<file path="config.mk">
export PLATFORM = sky130hd
export DESIGN_NAME = reset_sequencer
export DESIGN_NICKNAME = d
export VERILOG_FILES = /design/src/rtl/reset_sequencer.sv
export SDC_FILE = /design/constraint.sdc
export NUM_CORES = 1
export LEC_CHECK = 0
export BUFFER_PORTS_ARGS = -buffer_cell sky130_fd_sc_hd__buf_2
export CAP_MARGIN = 30
export CORE_MARGIN = 8
export CORE_UTILIZATION = 50
export CTS_CLUSTER_DIAMETER = 80
export DETAILED_ROUTE_END_ITERATION = 8
export HOLD_SLACK_MARGIN = 0.05
export PLACE_DENSITY = 0.7
export SYNTH_ARGS = -nofsm -noshare
export SYNTH_HDL_FRONTEND = slang
export SYNTH_SLANG_ARGS = --single-unit
</file>
<file path="constraint.sdc">
create_clock -name clk -period 1.6 [get_ports clk]
set_input_delay 0.08 -clock clk [delete_from_list [all_inputs] [get_ports clk]]
set_output_delay 0.08 -clock clk [all_outputs]
set_load 0.1 [all_outputs]
</file>
<file path="src/rtl/reset_sequencer.sv">
// Holds all downstream reset domains asserted for STRETCH cycles, then releases
// them one at a time in ascending order with a programmable gap between releases.
module reset_sequencer #(
    parameter int unsigned CHANNELS = 4,
    parameter int unsigned STRETCH  = 8,
    parameter int unsigned GAP_W    = 4
) (
    input  logic                clk,
    input  logic                rst_n,
    input  logic                req,
    input  logic [GAP_W-1:0]    gap,
    output logic [CHANNELS-1:0] reset_out,
    output logic                busy,
    output logic                done
);

    localparam int unsigned CW = (GAP_W > 8) ? GAP_W : 8;
    localparam int unsigned IW = $clog2(CHANNELS + 1);

    typedef enum logic [1:0] {
        HOLD,
        RELEASE,
        RUN
    } state_t;

    state_t              state_q, state_d;
    logic [CW-1:0]       c_q, c_d;
    logic [IW-1:0]       idx_q, idx_d;
    logic [GAP_W-1:0]    gap_q, gap_d;
    logic [CHANNELS-1:0] reset_d;
    logic                busy_d;
    logic                done_d;

    // State register; every output is a flop.
    always_ff @(posedge clk) begin
        if (!rst_n) begin
            state_q   <= HOLD;
            c_q       <= '0;
            idx_q     <= '0;
            gap_q     <= gap;
            reset_out <= '1;
            busy      <= 1'b1;
            done      <= 1'b0;
        end else begin
            state_q   <= state_d;
            c_q       <= c_d;
            idx_q     <= idx_d;
            gap_q     <= gap_d;
            reset_out <= reset_d;
            busy      <= busy_d;
            done      <= done_d;
        end
    end

    // Next-state and next-output logic; a restart request overrides every state.
    always_comb begin
        state_d = state_q;
        c_d     = c_q;
        idx_d   = idx_q;
        gap_d   = gap_q;
        reset_d = reset_out;
        busy_d  = busy;
        done_d  = 1'b0;

        if (req) begin
            state_d = HOLD;
            c_d     = '0;
            idx_d   = '0;
            gap_d   = gap;
            reset_d = '1;
            busy_d  = 1'b1;
        end else begin
            case (state_q)
                HOLD: begin
                    if (c_q == CW'(STRETCH - 1)) begin
                        reset_d[0] = 1'b0;
                        c_d        = '0;
                        idx_d      = IW'(1);
                        if (CHANNELS == 1) begin
                            state_d = RUN;
                            busy_d  = 1'b0;
                            done_d  = 1'b1;
                        end else begin
                            state_d = RELEASE;
                        end
                    end else begin
                        c_d = c_q + CW'(1);
                    end
                end
                RELEASE: begin
                    if (c_q == CW'(gap_q)) begin
                        reset_d = reset_out & ~(CHANNELS'(1) << idx_q);
                        c_d     = '0;
                        idx_d   = idx_q + IW'(1);
                        if (idx_q == IW'(CHANNELS - 1)) begin
                            state_d = RUN;
                            busy_d  = 1'b0;
                            done_d  = 1'b1;
                        end
                    end else begin
                        c_d = c_q + CW'(1);
                    end
                end
                RUN: begin
                end
                default: begin
                    state_d = HOLD;
                end
            endcase
        end
    end

endmodule

</file>
# [Word level (Yosys, flattened, before mapping)]
# Cells that the tools add are included.
[classes] add_sub_neg=2 n_bitwise=6 muxes=16 reduce_logical=8 n_shift=1 n_eq_ne=9
[op_table] cell="8-bit two-way mux" count=2
[op_table] cell="8-bit case mux with 2 select lines" count=1
[op_table] cell="8-bit by 1-bit adder with 8-bit output (second input constant)" count=1
[op_table] cell="8-bit by 3-bit == test with 1-bit output (second input constant)" count=1
[op_table] cell="8-bit by 4-bit == test with 1-bit output" count=1
[op_table] cell="4-bit two-way mux" count=2
[op_table] cell="2-bit two-way mux" count=3
[op_table] cell="3-bit two-way mux" count=2
[op_table] cell="2-bit != test (second input constant)" count=3
[op_table] cell="2-bit case mux with 3 select lines" count=1
[op_table] cell="3-bit case mux with 2 select lines" count=1
[op_table] cell="3-bit AND reduction" count=2
[op_table] cell="4-bit AND" count=1
[op_table] cell="1-bit NOT" count=4
[op_table] cell="4-bit NOT" count=1
[op_table] cell="4-bit AND reduction" count=1
[op_table] cell="4-bit OR reduction" count=1
[op_table] cell="1-bit by 3-bit left shift with 4-bit output (first input constant)" count=1
[op_table] cell="3-bit by 1-bit adder with 3-bit output (second input constant)" count=1
[op_table] cell="3-bit by 2-bit == test with 1-bit output (second input constant)" count=1
[op_table] cell="1-bit two-way mux" count=3
[op_table] cell="2-bit by 1-bit == test with 1-bit output (second input constant)" count=1
[op_table] cell="2-bit == test (second input constant)" count=1
[op_table] cell="2-bit zero test" count=1
[op_table] cell="other kinds (5)" count=5
[totals] word_cells=50 register_bits=23

# [Logic depth before layout (Yosys ltp)]
[depth] word_depth=5 ltp_mapped=5 depth_no_buf=5

# [Worst setup path before layout]
# No wires, ideal clock.
[synth_timing] kind="flip-flop to flip-flop" startpoint="reg c_q[4]" endpoint="reg idx_q[2]" synth_period_minus_slack_ns=1.355 path_buffers=0 required_ns=1.462 arrival_time_ns=1.217 setup_time_ns=0.138 setup_slack_ns=0.245 path_stages_with_launch=5 cell_sequence="dfxtp_1 -> nor4_4 -> nand2_1 -> o32ai_2 -> o32ai_2"
[synth_between] elab_chain_cells=3 elab_cells_between_ends=5 cone_classes="4 x eq/ne; 1 x reduce/logical"
[synth_lines] element="from (decl)" line="27" rtl="logic [CW-1:0] c_q, c_d;"
[synth_lines] element="from (signal assigned)" line="38" rtl="c_q <= '0;"
[synth_lines] element="from (signal assigned)" line="46" rtl="c_q <= c_d;"
[synth_lines] element="8-bit by 4-bit == test with 1-bit output or 8-bit by 3-bit == test with 1-bit output (tied branches)" line="91, 75"
[synth_lines] element="2-bit != test (no line)"
[synth_lines] element="3-bit AND reduction (no line) *"
[synth_lines] element="to (signal assigned)" line="47" rtl="idx_q <= idx_d;"
[synth_lines] element="to (decl)" line="28" rtl="logic [IW-1:0] idx_q, idx_d;"
# Mark *: on every way between the ends. The rest lies on a longest branch, timed or not.
# A chain may end at the register's enable or synchronous reset.

# [Worst setup path after layout]
[layout_timing] startpoint="reg c_q[0]" endpoint="reg idx_q[2]"
# The elaborated chain is that of the path after synthesis.

==> qor.yml <==
hp-class: "in2reg"
fin_crit_sh_pct: 91.7
critPathArrivalTime_ns: 1.68
clk_latency_ns: 0.32
worst_setup_path_end_kind: "flip-flop"
antenna_found_initial: 0
skew_ns: 0.0134
placedCellCount: 143
numCtsBuffers: 3
layout-drive-gt1-share_pct: 21.0
core-area_sq_um: 1980
ant_nets: 0
maxSlewHeadroom_pct: 67.6
grt_max_degree: 15
outcome: "finished clean"
die_x_microns: 62.1
start_util_pct: 53.6
setup_tns_ns: 0
grt.overflow.total: 0
cts_max_level: 1
p_total_w: 0.000957
grtUsageTotal_pct: 12.6
p_int_w: 0.000728
ys_seq_area_share_pct: 47.1
grt_pass1_wl_microns: 3600
clk_transition_reported_paths_ns: 0.14
worst_pin_slew_ns: 0.489
ys_seq_elements: 23
pwr-share-clk_pct: 29.6
final_nets: 138
yosysWarnings: 0
cts_tree: "yes"
drc_errors: 0
cap_violations: 0
clock-root-buffer: "clkbuf_4"
firstDrtPassIters: 4
p_per_area_nw_per_um2: 755
synth_flop_cell: "dfxtp_1"
synthArstFlopShare_pct: 0
p_sw_w: 0.000229
vias: 815
fin_cells: 151
synth_cell_types: 31
synth_area_sq_um: 1060
grt_pass1_vias: 841
port_buffers: 12
drv_slew: 0
drt-total-wl_microns: 2050
sw_frac_of_total_pct: 24.0
period_needed_ns: 1.47
finalHoldViolCount: 0
gp_congestion: 0.772
synth_edf_count: 4
irDropWorstVdd_uv: 748
syn_to_final_growth_pct: 19.3
required_ns: 1.81
wl_per_cell_microns: 13.6
crit_fanout: 4
clk_path_buf_depth: 2
dr.first_iter.drc_count: 8
syn_nets: 115
dp_hpwl_microns: 1460
power.leakage_nw: 0.463
die_h_microns: 62.1
rows: 16
critPathLaunchType: "flip-flop"
diodes: 0
rsz0062_at_grt: "false"
syn_area_per_cell_sq_um: 10.4
setup_viol: 0
die_area_sq_um: 3860
pwr-share-seq_pct: 63.7
vias_per_cell: 5.40
max_freq_mhz: 682
comb_power_share_pct: 6.7
ios: 13
syn-instance-count: 102
cts_sinks: 23
criticalPathCategory: "reg2reg"
==> stage by stage <==
| stage | setup WS [ns] | instance area, sq um | hold WS [ns] | util, % |
|---|---|---|---|---|
| 3_5_place_dp | 0.0821 | 1180 | 0.259 | 59.4 |
| 2_1_floorplan | 0.245 | 1060 | 0.179 | - |
| 6_report | 0.133 | 1270 | 0.213 | 64.0 |
| 4_1_cts | 0.0734 | 1250 | 0.217 | 62.9 |
| 5_1_grt | 0.00562 | 1270 | 0.237 | 64.0 |
| 3_3_place_gp | 0.139 | 1180 | 0.258 | 59.4 |
==> flip-flops by register name, indices dropped and copies added, names as in the netlist <==
| signal | count |
|---|---|
| busy | 1 |
| gap_q | 4 |
| done | 1 |
| idx_q | 3 |
| reset_out | 4 |
| state_q | 2 |
| c_q | 8 |
==> power by group through the flow <==
| stage | sequential, W | combinational (W) | clock, W |
|---|---|---|---|
| after floorplan | 0.000620 | 0.0000353 | 0 |
| after global placement | 0.000621 | 0.0000515 | 0 |
| after detailed placement | 0.000622 | 0.0000526 | 0 |
| after CTS | 0.000609 | 0.0000602 | 0.000281 |
| after global routing | 0.000611 | 0.0000705 | 0.000313 |
| final | 0.000609 | 0.0000645 | 0.000283 |
==> layout by cell type, fill, tap and decap left out, types with 2 or more instances in the layout <==
cell and count:
buf_2 12, nand2b_1 2, xnor2_1 6, dlygate4sd3_1 4, a21o_1 5, dfxtp_1 18
clkbuf_4 3, nand2_1 7, nand4_1 3, a21oi_1 7, a31oi_1 2, edfxtp_1 4
and3b_1 2, nor2_1 5, xor2_1 5, and3_1 2, nand3_1 6, inv_1 5
buf_4 4, ha_1 6
==> layout make-up <==
type | instances | area, sq um
Tap cell | 27 | 33.8
Clock buffer | 3 | 22.5
Inverter | 5 | 18.8
Sequential cell | 23 | 502
Timing Repair Buffer | 20 | 130
Multi-Input combinational cell | 72 | 553
Clock inverter | 1 | 7.51
Fill cell | 172 | 714
==> per-layer routing <==
layer	part of all wire [%]	GRT usage [%]	up-vias
met4	0.59	4.87	0
met2	49	21.5	13
met1	45	14.1	394
met3	4.7	3.91	2
li1	-	-	406
met5	0	0	-
==> path summary, 6_finish.rpt <==
check        startpoint      endpoint  slack [ns]  cells after the start
max              c_q[0]      idx_q[2]        0.13                      5
min               rst_n  reset_out[0]        0.21                      4
max reg2reg      c_q[0]      idx_q[2]        0.13                      5
min reg2reg        busy          busy        0.46                      1
==> worst max-delay path: stages, from the launching register on <==
cell	delay [ns]
dfxtp_1	0.44
ha_1	0.19
and3b_1	0.17
nand2_1	0.12
o32ai_4	0.31
o32ai_2	0.14
==> synth_stat cells (2+ instances only) <==
cell type / instances / area share, %
nor2_1: 5 / 1.8
and3b_1: 2 / 1.6
nand2_1: 7 / 2.5
inv_1: 5 / 1.8
a21o_1: 5 / 3.5
xnor2_1: 6 / 4.9
a31oi_1: 2 / 1.2
o32ai_2: 2 / 3.1
a21oi_1: 7 / 3.3
nand2b_1: 2 / 1.2
and3_1: 2 / 1.2
edfxtp_1: 4 / 11
dfxtp_1: 19 / 36
nand4_1: 3 / 1.8
ha_1: 6 / 7.1
nand3_1: 6 / 2.8
xor2_1: 5 / 4.1
==> timing repair <==
item	4_1_cts	5_1_grt
setup endpoints to repair	0	11
resized for setup	0	3
hold buffers	4	0
buffers inserted	0	0
hold endpoints to repair	4	0
==> logic make-up after synthesis <==
family	share of synthesized area, %
AND/OR/NAND/NOR	19.2
flip-flops	47.1
AO/OA/AOI/OAI	15.0
XOR/XNOR	9.07
buffers and inverters	2.59
adder cells (fa/ha/maj)	7.07
Note: power is estimated with default switching activity, not from simulation.
